==> config.mk <==
export PLATFORM = sky130hd
export DESIGN_NAME = header_rr_arbiter
export DESIGN_NICKNAME = d
export VERILOG_FILES = /design/src/rtl/header_rr_arbiter.sv
export SDC_FILE = /design/constraint.sdc
export NUM_CORES = 1
export LEC_CHECK = 0
export BUFFER_PORTS_ARGS = -buffer_cell sky130_fd_sc_hd__clkbuf_2
export CAP_MARGIN = 20
export CORE_ASPECT_RATIO = 0.75
export CORE_MARGIN = 5
export CORE_UTILIZATION = 45
export DETAILED_ROUTE_END_ITERATION = 8
export PLACE_DENSITY = 0.71
export RECOVER_POWER = 100
export SYNTH_ARGS = -nofsm -noshare
export SYNTH_HDL_FRONTEND = slang
export SYNTH_SLANG_ARGS = --single-unit
==> constraint.sdc <==
create_clock -name i_clk -period 5.5 [get_ports i_clk]
set_input_delay 0.825 -clock i_clk [delete_from_list [all_inputs] [get_ports i_clk]]
set_output_delay 0.825 -clock i_clk [all_outputs]
set_load 0.05 [all_outputs]
==> src/rtl/header_rr_arbiter.sv <==
// Round-robin header arbiter: serialises per-port routing requests onto one
// shared routing/allocation engine, with a watchdog that aborts a grant the
// engine never completes.

`ifndef NPORT
`define NPORT 5
`endif

module header_rr_arbiter #(
    parameter int unsigned NPORT    = `NPORT,
    parameter int unsigned SELW     = 3,
    parameter int unsigned MAX_WAIT = 15
) (
    input  logic             i_clk,
    input  logic             i_rst,
    input  logic [NPORT-1:0] i_h,
    input  logic             i_done,
    output logic [NPORT-1:0] o_grant,
    output logic [SELW-1:0]  o_sel,
    output logic             o_sel_valid,
    output logic [NPORT-1:0] o_ack_h,
    output logic             o_timeout
);

    typedef enum logic [1:0] {
        ST_IDLE,
        ST_GRANT,
        ST_ACK
    } state_t;

    state_t           state_q,     state_d;
    logic [SELW-1:0]  ptr_q,       ptr_d;
    logic [SELW-1:0]  sel_q,       sel_d;
    logic [7:0]       wcnt_q,      wcnt_d;
    logic [NPORT-1:0] grant_q,     grant_d;
    logic             sel_valid_q, sel_valid_d;
    logic [NPORT-1:0] ack_q,       ack_d;
    logic             timeout_q,   timeout_d;

    // Scratch for the circular priority search
    logic [SELW-1:0]  cand;
    logic [SELW-1:0]  pick;
    logic             found;

    function automatic logic [NPORT-1:0] onehot(input logic [SELW-1:0] idx);
        logic [NPORT-1:0] r;
        r      = '0;
        r[idx] = 1'b1;
        return r;
    endfunction

    // Next-state and next-output computation for the IDLE/GRANT/ACK machine
    always_comb begin
        state_d     = state_q;
        ptr_d       = ptr_q;
        sel_d       = sel_q;
        wcnt_d      = wcnt_q;
        grant_d     = '0;
        sel_valid_d = 1'b0;
        ack_d       = '0;
        timeout_d   = 1'b0;

        // First requester strictly after ptr, wrapping NPORT-1 -> 0;
        // ptr itself is visited last, so the last-served port has lowest priority.
        cand  = ptr_q;
        pick  = '0;
        found = 1'b0;
        for (int unsigned i = 0; i < NPORT; i++) begin
            cand = (cand == SELW'(NPORT - 1)) ? '0 : cand + 1'b1;
            if (!found && i_h[cand]) begin
                found = 1'b1;
                pick  = cand;
            end
        end

        case (state_q)
            ST_IDLE: begin
                if (found) begin
                    sel_d       = pick;
                    wcnt_d      = '0;
                    grant_d     = onehot(pick);
                    sel_valid_d = 1'b1;
                    state_d     = ST_GRANT;
                end
            end

            ST_GRANT: begin
                if (i_done) begin
                    ptr_d   = sel_q;
                    ack_d   = onehot(sel_q);
                    state_d = ST_ACK;
                end else if (!i_h[sel_q]) begin
                    ptr_d   = sel_q;
                    state_d = ST_IDLE;
                end else if (wcnt_q == 8'(MAX_WAIT - 1)) begin
                    ptr_d     = sel_q;
                    timeout_d = 1'b1;
                    state_d   = ST_IDLE;
                end else begin
                    wcnt_d      = wcnt_q + 8'd1;
                    grant_d     = onehot(sel_q);
                    sel_valid_d = 1'b1;
                end
            end

            ST_ACK: begin
                state_d = ST_IDLE;
            end

            default: begin
                state_d = ST_IDLE;
            end
        endcase
    end

    // State and registered outputs; synchronous active-high reset
    always_ff @(posedge i_clk) begin
        if (i_rst) begin
            state_q     <= ST_IDLE;
            ptr_q       <= SELW'(NPORT - 1);
            sel_q       <= '0;
            wcnt_q      <= '0;
            grant_q     <= '0;
            sel_valid_q <= 1'b0;
            ack_q       <= '0;
            timeout_q   <= 1'b0;
        end else begin
            state_q     <= state_d;
            ptr_q       <= ptr_d;
            sel_q       <= sel_d;
            wcnt_q      <= wcnt_d;
            grant_q     <= grant_d;
            sel_valid_q <= sel_valid_d;
            ack_q       <= ack_d;
            timeout_q   <= timeout_d;
        end
    end

    assign o_grant     = grant_q;
    assign o_sel       = sel_q;
    assign o_sel_valid = sel_valid_q;
    assign o_ack_h     = ack_q;
    assign o_timeout   = timeout_q;

endmodule

==> qor.yml <==
sta:
  rsz0062_at_grt: "false"
  fmax_ghz: 0.209
  worst_pin_slew_ps: 774
  min_period_ps: 4780
  hold_viol_final: 0
  setup_violations: 0
  fin_crit_sh_pct: 86.9
  fin_skew_ps: 5.79
  setup_ws_ps: 722
  drv_slew: 0
  final.setup.tns_ps: 0
  maxSlewHeadroom_pct: 46.9
synthesis:
  yosys_most_used_dff: "dfxtp_1"
  ys_seq_area_share_pct: 24.8
  syn_inst: 291
  synth_area_leaders: "dfxtp_1, ha_1, a21oi_1"
  yosysUniqueCellTypes: 65
  ys_ff_latch: 28
  async_reset_ff_share_pct: 0
  synth_nets: 309
  synth_commonest_cells: "dfxtp_1, nor2_1, a21oi_1"
  synth_edf_count: 0
  yosysWarnings: 0
  synth_top_area_share_pct: 24.8
  synth_top_cell_by_area: "dfxtp_1"
  synth_area_um2: 2260
  avgSynthCellArea_um2: 7.77
global_routing:
  antenna_found_initial: 0
  groute.usage.overall_pct: 18.7
  overflow: 0
  grt_pass1_vias: 2055
  grt_max_degree: 21
  grt_pass1_wl_um: 10200
route:
  drt_wl_total_um: 6270
  vias: 2390
  wl_per_cell_um: 17.3
  drtIter0Drc: 232
  post-route-drc-count: 0
  ant_nets: 0
  drt_first_pass_iters: 7
  viasPerCell: 6.58
worst_setup_path:
  critPathKind: "reg -> reg"
  r2r_cells: 15
  worst_path_max_delay_cell: "or4_1"
  crit_path_cell_trace: "inv_1 > ha_1 > a21oi_1 > inv_1 > ha_1 > o21ai_0 > a22oi_1 > ha_1 > o31ai_1 > nand4_1 > a21oi_1 > and4bb_1 > a311o_1 > or4_1 > a21oi_1"
  critical_path.max_stage_delay_ps: 550
  path_max_fanout: 14
  worstSetupEndpointType: "register"
  crit_required_ps: 5700
  reg2reg_slack_ps: 720
  r2r-start: "ptr_q[1]"
  cp.arrival_ps: 4980
  cp-start-kind: "register"
  r2r-end: "wcnt_q[7]"
clock_tree:
  clkLatencyLatePin_ps: 270
  cts_root_buffer: "clkbuf_8"
  clk_pin_slew_ps: 90
  tritoncts: "yes"
  clock-sinks: 28
  numCtsBuffers: 3
  cts_hold_buffers: 0
  post_cts_resized: 0
  cts_buffer_depth: 2
  postCtsSetupBuffers: 0
  h-tree-depth: 1
layout:
  fillerInstances: 484
  area_growth_pct: 6.81
  layout-drive-gt1-share_pct: 8.91
  antenna_cells: 0
  nets: 323
floorplan:
  std_cell_rows: 22
  die-area_um2: 6550
  die_h_um: 71.4
  coreArea_um2: 4870
  die_w_um: 91.8
  floorplan.initialDensity_pct: 46.4
  ioPinCount: 23
worst_hold_path:
  min_from: "wcnt_q[7]"
  min_path_type: "reg -> reg"
  hold_depth: 2
  hold-path-endpoint: "wcnt_q[7]"
placed_design:
  hpwl_um: 4830
  numPortBuffers: 22
  gp_congestion: 0.977
  dp_slack_ps: 835
run_status:
  outcome: "completed"
flow_run:
  drv_cap: 0
power:
  p_per_area_nw_per_um2: 556
  ir_drop_mv: 0.191
  leakagePower_uw: 0.000848
==> layout by cell type (no fill, tap or decap), drive strengths merged, types with 6 or more instances in the layout <==
| cell | Yosys | routed |
|---|---|---|
| a211oi | 6 | 6 |
| dfxtp | 28 | 28 |
| nand3 | 13 | 13 |
| or4 | 6 | 6 |
| ha | 10 | 10 |
| inv | 18 | 18 |
| o21ai | 10 | 10 |
| mux2i | 8 | 8 |
| a21oi | 21 | 21 |
| nor2 | 29 | 29 |
| nand2 | 16 | 16 |
| clkbuf | 10 | 25 |
| nor3 | 9 | 9 |
| o31ai | 11 | 11 |
==> per-stage QoR <==
stage / cells / instance area (um2) / hold slack [ps] / util, % / total power (uW)
floorplan: 291 / 2260 / 452 / - / 1030
global placement: 360 / 2400 / 468 / 49.2 / 1230
detailed placement: 360 / 2400 / 489 / 49.2 / 1220
CTS: 363 / 2440 / 501 / 50.1 / 1330
global route: 363 / 2410 / 527 / 49.5 / 1440
finish: 363 / 2410 / 504 / 49.5 / 1340
==> cell families after synthesis <==
kind of cell	after synthesis	share of synthesized area (%)
simple gates	113	27.5
compound gates	98	31.9
buf+inv	33	5.76
flops	28	24.8
fa+ha+maj	10	5.54
mux	9	4.54
==> final cells by class <==
type | count | area (um2) | share of cell area, %
Clock buffer | 3 | 41.3 | 1.71
Inverter | 18 | 67.6 | 2.80
Multi-Input combinational cell | 230 | 1570 | 64.9
Sequential cell | 28 | 561 | 23.2
Tap cell | 60 | 75.1 | 3.11
Timing Repair Buffer | 24 | 104 | 4.30
==> worst max path at each step <==
stage	from	to	slack [ps]	cells after the start
CTS	ptr_q[1]	wcnt_q[7]	830	15
floorplan	ptr_q[0]	wcnt_q[4]	1230	17
global placement	ptr_q[1]	wcnt_q[5]	1000	15
global route	ptr_q[1]	wcnt_q[5]	400	15
detailed placement	ptr_q[1]	wcnt_q[7]	840	15
finish	ptr_q[1]	wcnt_q[7]	720	15
==> where the power goes <==
part           switching (uW)  total (uW)  internal, uW
clock                    58.1         107          49.1
sequential               37.1         272           235
combinational             633         963           330
total                     728        1340           614
==> state kept, by name, summed over array words and instances (netlist names) <==
| register | cells |
|---|---|
| o_sel | 3 |
| o_timeout | 1 |
| ptr_q | 3 |
| state_q | 2 |
| o_sel_valid | 1 |
| o_grant | 5 |
| wcnt_q | 8 |
| o_ack_h | 5 |
==> critical path, delay by kind of cell (launching register included) <==
| family | cells | cell delay, ps |
|---|---|---|
| AO/OA/AOI/OAI | 7 | 2070 |
| adder cells (fa/ha/maj) | 3 | 960 |
| buffers and inverters | 2 | 180 |
| flip-flops | 1 | 430 |
| AND/OR/NAND/NOR | 3 | 1060 |
==> layer usage <==
layer,GRT usage (%),up-vias,part of all wire [%]
met5,0,-,0
met4,2.97,0,1.2
met3,5.25,13,11
met2,26.0,135,41
met1,28.9,1082,47
li1,-,1160,-
No activity file was read; power rests on OpenSTA's default activity.
